[config.mk]
export PLATFORM = sky130hd
export DESIGN_NAME = ordena_n_ctrl
export DESIGN_NICKNAME = d
export VERILOG_FILES = /design/src/rtl/ordena_n_ctrl.sv
export SDC_FILE = /design/constraint.sdc
export NUM_CORES = 1
export LEC_CHECK = 0
export ABC_CLOCK_PERIOD_IN_PS = 4000
export BUFFER_PORTS_ARGS = -buffer_cell sky130_fd_sc_hd__buf_2
export CORE_AREA = 2 2 132 134
export DETAILED_ROUTE_END_ITERATION = 16
export DIE_AREA = 0 0 134 136
export PLACE_DENSITY_LB_ADDON = 0.3
export RECOVER_POWER = 50
export SYNTH_ARGS = -nofsm -noshare
export SYNTH_HDL_FRONTEND = slang
export SYNTH_SLANG_ARGS = --single-unit
export TNS_END_PERCENT = 30
[constraint.sdc]
create_clock -name clk -period 4 [get_ports clk]
set_input_delay 0.6 -clock clk [delete_from_list [all_inputs] [get_ports clk]]
set_output_delay 0.6 -clock clk [all_outputs]
set_load 0.03 [all_outputs]
[src/rtl/ordena_n_ctrl.sv]
// Block sorter: loads N words, runs N odd-even transposition passes through one
// external compare-swap unit (one pair per cycle), then streams the result out.
module ordena_n_ctrl #(
  parameter int N = 8,
  parameter int W = 8
) (
  input  logic         clk,
  input  logic         rst_n,
  input  logic         start,
  input  logic         cresc_ou_decres,
  input  logic         in_valid,
  input  logic [W-1:0] in_data,
  output logic         in_ready,
  output logic         out_valid,
  output logic [W-1:0] out_data,
  input  logic         out_ready,
  output logic         busy,
  output logic         done,
  output logic         cs_ena,
  output logic         cs_cresc,
  output logic [W-1:0] cs_n1,
  output logic [W-1:0] cs_n2,
  input  logic [W-1:0] cs_menor,
  input  logic [W-1:0] cs_maior
);

  localparam int CW = $clog2(N + 1);
  localparam int IW = (N > 1) ? $clog2(N) : 1;

  typedef enum logic [1:0] {
    IDLE = 2'd0,
    LOAD = 2'd1,
    SORT = 2'd2,
    OUT  = 2'd3
  } state_t;

  state_t         state_reg, state_next;
  logic [CW-1:0]  idx_reg, idx_next;
  logic [CW-1:0]  pass_reg, pass_next;
  logic [CW-1:0]  pass_inc;
  logic           dir_reg, dir_next;
  logic           done_reg, done_next;

  logic [W-1:0]   mem [N];
  logic [IW-1:0]  idx_w;
  logic [IW-1:0]  idx_p1;
  logic           last_word;
  logic           pair_last;

  assign idx_w     = idx_reg[IW-1:0];
  assign idx_p1    = idx_w + IW'(1);
  assign last_word = (int'(idx_reg) == N - 1);
  // Current pair (i, i+1) is the last of its pass when i+2 would run past N-1.
  assign pair_last = (int'(idx_reg) + 3 >= N);

  // With N=2 every odd pass is empty, so it is skipped outright.
  always_comb begin
    if (!pass_reg[0] && (N < 3)) pass_inc = pass_reg + CW'(2);
    else                         pass_inc = pass_reg + CW'(1);
  end

  always_ff @(posedge clk or negedge rst_n) begin
    if (!rst_n) begin
      state_reg <= IDLE;
      idx_reg   <= '0;
      pass_reg  <= '0;
      dir_reg   <= 1'b0;
      done_reg  <= 1'b0;
    end else begin
      state_reg <= state_next;
      idx_reg   <= idx_next;
      pass_reg  <= pass_next;
      dir_reg   <= dir_next;
      done_reg  <= done_next;
    end
  end

  always_comb begin
    state_next = state_reg;
    idx_next   = idx_reg;
    pass_next  = pass_reg;
    dir_next   = dir_reg;
    done_next  = 1'b0;
    case (state_reg)
      IDLE: begin
        if (start) begin
          state_next = LOAD;
          dir_next   = cresc_ou_decres;
          idx_next   = '0;
          pass_next  = '0;
        end
      end
      LOAD: begin
        if (in_valid) begin
          if (last_word) begin
            state_next = SORT;
            idx_next   = '0;
            pass_next  = '0;
          end else begin
            idx_next = idx_reg + CW'(1);
          end
        end
      end
      SORT: begin
        if (pair_last) begin
          if (int'(pass_inc) >= N) begin
            state_next = OUT;
            idx_next   = '0;
            pass_next  = '0;
          end else begin
            pass_next = pass_inc;
            idx_next  = pass_inc[0] ? CW'(1) : '0;
          end
        end else begin
          idx_next = idx_reg + CW'(2);
        end
      end
      OUT: begin
        if (out_ready) begin
          if (last_word) begin
            state_next = IDLE;
            idx_next   = '0;
            done_next  = 1'b1;
          end else begin
            idx_next = idx_reg + CW'(1);
          end
        end
      end
      default: state_next = IDLE;
    endcase
  end

  always_comb begin
    in_ready  = (state_reg == LOAD);
    out_valid = (state_reg == OUT);
    busy      = (state_reg != IDLE);
    cs_ena    = (state_reg == SORT);
    cs_cresc  = dir_reg;
    done      = done_reg;
    out_data  = '0;
    cs_n1     = '0;
    cs_n2     = '0;
    if (state_reg == OUT) out_data = mem[idx_w];
    // Zeroed operands outside SORT keep the shared unit in passthrough.
    if (state_reg == SORT) begin
      cs_n1 = mem[idx_w];
      cs_n2 = mem[idx_p1];
    end
  end

  // Word store has no reset: its contents are only read after a full load.
  always_ff @(posedge clk) begin
    if (state_reg == LOAD && in_valid) begin
      mem[idx_w] <= in_data;
    end else if (state_reg == SORT) begin
      mem[idx_w]  <= cs_menor;
      mem[idx_p1] <= cs_maior;
    end
  end

endmodule

Word level (Yosys, flattened, before mapping)
Memory sizes are Yosys's and may differ from the RTL's.
Cells that the tools add are included.
{ "classes": {"n_addsub": 5, "n_lt_le_gt_ge": 2, "eq_ne": 11, "n_mux": 33, "bitwise_logic": 1, "reduce_logical": 8} }
{ "ops": {"columns": ["operator", "n"], "rows": [
  ["4-bit two-way mux", 9],
  ["8-bit two-way mux", 4],
  ["4-bit one-hot mux with 4 select lines", 1],
  ["2-bit two-way mux", 7],
  ["4-bit one-hot mux with 3 select lines", 1],
  ["1-bit two-way mux", 10],
  ["2-bit by 1-bit != test with 1-bit output (second input constant)", 5],
  ["4-bit by 1-bit adder with 4-bit output (second input constant)", 2],
  ["2-bit one-hot mux with 4 select lines", 1],
  ["7-bit AND reduction", 1],
  ["4-bit by 2-bit adder with 5-bit output (second input constant)", 1],
  ["5-bit by 4-bit >= comparator with 1-bit output (second input constant)", 1],
  ["5-bit AND reduction", 1],
  ["4-bit by 2-bit adder with 4-bit output (second input constant)", 1],
  ["2-bit == test (second input constant)", 2],
  ["4-bit == test (second input constant)", 1],
  ["4-bit >= comparator (second input constant)", 1],
  ["2-bit != test (second input constant)", 2],
  ["3-bit by 1-bit adder with 3-bit output (second input constant)", 1],
  ["3-bit AND reduction", 1],
  ["3-bit nonzero test", 1],
  ["2-bit by 1-bit == test with 1-bit output (second input constant)", 1],
  ["2-bit zero test", 1],
  ["2-bit AND reduction", 1],
  ["other kinds (3)", 3]
]} }
{ "word_totals": {"reg_bits": 12, "ram_bits": 64, "input_bits": 30, "output_inout_bits": 30, "elab_cells": 66, "n_memories": 1} }
{ "mem_list": {"columns": ["memory", "words", "word_bits", "read_ports", "rd_clocked_by_memory_dff", "wr", "line_no", "rtl"], "rows": [
  ["mem", 8, 8, 2, 0, 2, "44", "logic [W-1:0] mem [N];"]
]} }

Depth between registers and ports, before layout
Gate-level depths: netlist of the first run.
{ "depth": {"depth_word": 5, "ltp_mapped": 10, "ltp_nobuf": 7} }

Worst setup path after synthesis of the first run
OpenSTA, ideal clock, no wires.
{ "synth_path": {"kind": "register -> output", "startpoint": "reg idx_reg[1]", "endpoint": "out cs_n2[0]", "arrival_time_ns": 2.351, "required_ns": 3.400, "setup_slack_ns": 1.049, "path_stages_with_launch": 10, "n_path_buf": 4, "path_cell_list": "dfrtp_1 buf_2 buf_1 inv_1 ha_1 clkbuf_1 or2_1 buf_6 o22ai_1 o21a_1"} }
{ "synth_between": {"elab_chain_len": 3} }
{ "synth_lines": {"columns": ["element", "line_no", "rtl"], "rows": [
  ["start: declaration", "38", "logic [CW-1:0] idx_reg, idx_next;"],
  ["start signal: assignment", "71", "idx_reg <= idx_next;"],
  ["3-bit by 1-bit adder with 3-bit output", "51", "assign idx_p1 = idx_w + IW'(1);"],
  ["memory read 8 x 8 bit", null, null],
  ["8-bit two-way mux", "145", "if (state_reg == SORT) begin"],
  ["end: declaration", "22", "output logic [W-1:0] cs_n2,"]
]} }
Every way passes these cells.

==> results of run 1 <==
Yosys cell counts, types with 3 or more instances:
master / count
o21ai_0: 3
ha_1: 13
buf_2: 13
a21oi_1: 36
mux2_2: 43
nor2_1: 47
nand3_1: 4
o22ai_1: 17
mux4_2: 16
o21a_1: 8
clkbuf_1: 5
a21o_1: 4
a22o_1: 3
inv_1: 8
nor2b_1: 10
nand2_1: 19
mux2i_1: 50
dfrtp_1: 12
o211ai_1: 4
edfxtp_1: 64
nand2b_1: 5
worst paths after layout:
check,start,to,cells past startpoint
setup / recovery,state_reg[0],mem[6][4],6
hold / removal,rst_n,idx_reg[2],1
setup reg to reg,state_reg[0],mem[6][4],6
hold reg to reg,pass_reg[2],pass_reg[2],1
max in group asynchronous,rst_n,idx_reg[0],1
min in group clk,pass_reg[2],pass_reg[2],1
worst reg2reg max path: cells and delay by family (launching register included):
family / cells / cell delay, ns
buffers and inverters: 3 / 1.34
and+or+nand+nor: 2 / 0.86
adders and majority gates: 1 / 0.49
DFF: 1 / 0.40
cell families after synthesis:
group	Yosys count	share of synthesized area
flip-flops	76	0.451
XOR/XNOR	1	0.00330
AND/OR/NAND/NOR	99	0.100
multiplexers	110	0.275
adder cells (fa/ha/maj)	13	0.0330
buffers and inverters	32	0.0307
AO/OA/AOI/OAI	82	0.107
layer usage:
metal | vias to the layer above | part of all wire
met5 | - | 0
met4 | 0 | 0.0082
met3 | 9 | 0.064
met2 | 101 | 0.50
met1 | 1744 | 0.43
li1 | 1680 | -
area by class of cell:
class / count / area, um2
fill: 1705 / 11200
inverter: 10 / 37.5
tap: 225 / 282
clock inverter: 7 / 65.1
timing repair buffer: 67 / 333
clock buffer: 9 / 225
multi-input combinational: 305 / 2480
sequential: 76 / 2220
power groups by stage:
stage / Combinational (W) / Sequential (W) / Clock, W
floorplan: 0.00190 / 0.00125 / 0
global placement: 0.00253 / 0.00127 / 0
detailed placement: 0.00258 / 0.00128 / 0
CTS: 0.00258 / 0.00127 / 0.000821
global route: 0.00268 / 0.00129 / 0.000854
finish: 0.00248 / 0.00127 / 0.000808
per-stage QoR:
| step | hold WS (ns) | area (um2) |
|---|---|---|
| after floorplan | 0.304 | 4930 |
| after global placement | 0.461 | 5460 |
| after detailed placement | 0.476 | 5460 |
| after CTS | 0.145 | 5750 |
| after global routing | 0.359 | 5650 |
| final | 0.285 | 5650 |
==> flow_summary.toml, run 1 <==
[power_and_ir_drop]
report.power.total_w = 0.00456
power_switching_w = 0.00202
p_int_w = 0.00254
seqPwrFrac = 0.278
p_comb_frac = 0.545
p_leak_nw = 2.15
pwr_density_cell_nw_per_um2 = 807
p_sw_frac = 0.442
ir_drop_v = 0.000305
pwr-share-clk = 0.177

[final_layout]
fin_cells = 699
utilization = 0.335
area_growth_pct = 14.5
largest_register_ffs = 64
drive_gt1_frac = 0.276
n_antenna_cell = 0
mostFrequentLayoutCells = "edfxtp_1 (64), buf_2 (53), nor2_1 (51), mux2i_1 (50), mux2_2 (41)"
final_common_cell = "edfxtp_1"
fin_nets = 512

[sta]
final-max-slew-violation-count = 0
tightest_slew_ns = 1.19
max_freq_mhz = 284
relSlewSlack = 0.201
fin_setup_tns_ns = 0
finalClockSkew_ns = 0.00932
post-route-period-util = 0.882
rsz0062_at_grt = "false"
worst_slack_ns = 0.473
fin_crit_ns = 3.53
setup_violations = 0
finalHoldViolCount = 0

[worst_setup_path]
crit_path_max_fanout = 31
required_ns = 3.91
cpMaxStageDelayCell = "clkbuf_1"
cpPeakStageDelay_ns = 0.84
endpoint_kind = "flip-flop"
critPathBufInv = 3
worstPathArrival_ns = 3.43
critPathTopFamily = "buffers and inverters"
reg2reg_slack_ns = 0.47
start_kind = "flip-flop"
worst-setup-path-type = "reg -> reg"
crit_chain = "inv_1 > ha_1 > buf_4 > nand3_1 > clkbuf_1 > nand2_1"

[floorplan]
initial_core_util = 0.292
rows = 48
core_area_um2 = 16900
die_w_um = 134
ios = 60
die-area_um2 = 18200
die_h_um = 136

[logic_synthesis]
synthCells = 413
synth_warnings = 0
ys_ff_latch = 76
yosysSeqAreaShare = 0.451
netlist.top_cell.by_area = "edfxtp_1"
synthArstFlopShare = 0.158
synth_top_area_share = 0.390
synth_ff_type = "edfxtp_1"
synth_cell_type_count = 44
netlist_area_um2 = 4930
synth_fp_nets = 456
synth_edf_count = 64
avgSynthCellArea_um2 = 11.9
netlist_top_cells_area = "edfxtp_1 (39%), mux2i_1 (10%), mux2_2 (9.8%)"

[clock_network]
post-cts-setup-buffers = 0
h-tree-depth = 3
clock-sinks = 76
hold_buffers = 0
cts_buffer_depth = 2
cts_made_buffers = 9
clk_latency_ns = 0.34
cts-root-buf = "clkbuf_16"
cts_tree = "yes"
post_cts_resized = 0
clkTransAtPathRegs_ns = 0.06

[global_route]
antenna_found_initial = 0
grt_pass1_vias = 3529
grtUsageTotal = 0.158
overflow = 0
use_met2 = 0.278
met1_usage = 0.198
grt_max_degree = 38
grt_use_met3 = 0.0399
grt_busiest_layer = "met2"
grt_pass1_wl_um = 20900

[route]
viasPerCell = 5.06
drc = 0
wl_per_cell_um = 20.2
wl_um = 14100
drtIter0Drc = 202
first_pass_iters = 5
antenna_left = 0
vias = 3534

[job]
maxCapViolations = 0

[place]
pre_cts_slack_ns = 1.06
place_congestion = 0.837
io_buffers = 59
place_hpwl_um = 9080
dpl.cell_count = 683

[worst_hold_path]
hold_path.class = "in -> async"

[outcome]
status = "completed"
No activity file was read; power rests on OpenSTA's default activity.
==> run 2, diff against run 1 <==
ABC_AREA = 1   (was unset)
CORE_AREA = 2 2 133 135   (was 2 2 132 134)
DIE_AREA = 0 0 135 137   (was 0 0 134 136)
==> flow_summary.toml, run 2 <==
[sta]
post-route-period-util = 0.857
final-max-slew-violation-count = 0
worst_slack_ns = 0.571
relSlewSlack = 0.350
finalHoldViolCount = 0
fin_setup_tns_ns = 0
max_freq_mhz = 292
rsz0062_at_grt = "false"
fin_crit_ns = 3.43
tightest_slew_ns = 0.967
finalClockSkew_ns = 0.00467
setup_violations = 0

[logic_synthesis]
synth_top_area_share = 0.384
synth_edf_count = 64
netlist_area_um2 = 5010
avgSynthCellArea_um2 = 7.74
synth_fp_nets = 690
ys_ff_latch = 76
yosysSeqAreaShare = 0.444
yosys-top-cells-count = "nand2_1 (174), o21ai_1 (113), edfxtp_1 (64)"
netlist_top_cells_area = "edfxtp_1 (38%), nand2_1 (13%), o21ai_1 (11%)"
netlist.top_cell.by_area = "edfxtp_1"
synth_ff_type = "edfxtp_1"
synthCells = 647
synth_warnings = 0
synthArstFlopShare = 0.158
yosysMostFrequentCell = "nand2_1"
synth_cell_type_count = 33

[clock_network]
cts_tree = "yes"
cts_made_buffers = 9
cts_buffer_depth = 2
hold_buffers = 0
h-tree-depth = 3
clk_latency_ns = 0.34
cts-root-buf = "clkbuf_16"
post-cts-setup-buffers = 0
clock-sinks = 76
clkTransAtPathRegs_ns = 0.06
post_cts_resized = 0

[final_layout]
final_common_cell = "nand2_1"
mostFrequentLayoutCells = "nand2_1 (184), o21ai_0 (90), edfxtp_1 (64), o21ai_1 (63), buf_2 (53)"
largest_register_ffs = 64
area_growth_pct = 14.5
fin_nets = 741
n_antenna_cell = 0
drive_gt1_frac = 0.132

[worst_setup_path]
worstSetupStartpoint = "idx_reg[0]"
crit_path_max_fanout = 39
endpoint_kind = "flip-flop"
reg2reg_slack_ns = 0.57
worstPathArrival_ns = 3.48
start_kind = "flip-flop"
rr_startpoint = "idx_reg[0]"
required_ns = 4.05
worst-setup-path-type = "reg -> reg"

[floorplan]
ios = 60
die_h_um = 137
core_area_um2 = 17100
initial_core_util = 0.294
die_w_um = 135
rows = 48
die-area_um2 = 18500

[place]
place_congestion = 0.845
place_hpwl_um = 10800
pre_cts_slack_ns = 1.02
io_buffers = 59

[route]
wl_per_cell_um = 16.8
drtIter0Drc = 395
viasPerCell = 4.84
vias = 4491
first_pass_iters = 5
drc = 0
antenna_left = 0
wl_um = 15600

[global_route]
grt_pass1_wl_um = 23300
grt_max_degree = 72
antenna_found_initial = 0
use_met2 = 0.268
met1_usage = 0.245
grt_pass1_vias = 3850
grt_busiest_layer = "met2"
grt_use_met3 = 0.0319
grtUsageTotal = 0.172
overflow = 0

[job]
maxCapViolations = 0

[outcome]
status = "completed"

[power_and_ir_drop]
ir_drop_v = 0.000287
p_leak_nw = 2.49
pwr_density_cell_nw_per_um2 = 749

[worst_hold_path]
hold_path.class = "in -> async"
==> run 2: cell count changes in the layout (fill, tap and decap cells not counted), moves of 41 or more <==
cell / change
o21ai_1: +63
o21ai_0: +87
mux2i_1: -44
inv_1: +43
mux2_2: -41
nand2_1: +164
==> run 2: cell type report <==
cell class | count | area (um2)
fillers | 1810 | 11300
well taps | 225 | 282
clock inverters | 7 | 56.3
clock buffers | 9 | 225
inverters | 57 | 215
multi-input cells | 481 | 2340
flip-flops and latches | 76 | 2220
repair buffers | 73 | 389
==> run 2: report_power, final <==
part           total [W]  switching, W  internal (W)
sequential       0.00127      0.000127       0.00114
clock           0.000789      0.000359      0.000429
combinational    0.00224       0.00160      0.000642
==> run 2: path summary, 6_finish.rpt <==
check                              to  cells past startpoint
max                         mem[6][7]                      8
min                        idx_reg[2]                      1
max reg2reg                 mem[6][7]                      8
min reg2reg                  cs_cresc                      2
max in group asynchronous  idx_reg[0]                      1
min in group clk             cs_cresc                      2
==> run 2: critical path, cell delays in order (launching register included) <==
cell     delay (ns)
dfrtp_2        0.75
ha_1           0.34
nor2_1         0.09
nor2_4         0.23
nand2_1        0.30
inv_1          0.16
nand2_1        0.45
o31ai_1        0.47
buf_4          0.32
==> run 2: logic make-up (layout without fill, tap and decap cells) <==
group | after synthesis | in the layout | synth area share
AO/OA/AOI/OAI | 199 | 199 | 0.210
buffers and inverters | 90 | 146 | 0.0787
AND/OR/NAND/NOR | 260 | 260 | 0.217
flip-flops | 76 | 76 | 0.444
multiplexers | 6 | 6 | 0.0120
XOR/XNOR | 3 | 3 | 0.00674
adder cells (fa/ha/maj) | 13 | 13 | 0.0325
==> run 2: layer usage <==
layer  wire, um  vias up  part of all wire
met5          0        -                 0
met4        197        0             0.013
met3        805       14             0.052
met2       7170      131              0.46
met1       7410     2062              0.48
li1           -     2284                 -
==> run 2: per-stage QoR <==
step | cell area, um2 | util | hold WS (ns) | std cells | power, W
finish | 5730 | 0.336 | 0.275 | 928 | 0.00430
global route | 5730 | 0.336 | 0.337 | 928 | 0.00462
CTS | 5800 | 0.340 | 0.133 | 928 | 0.00439
detailed placement | 5510 | 0.323 | 0.480 | 912 | 0.00360
global placement | 5510 | 0.323 | 0.474 | 912 | 0.00359
floorplan | 5010 | - | 0.304 | 647 | 0.00289
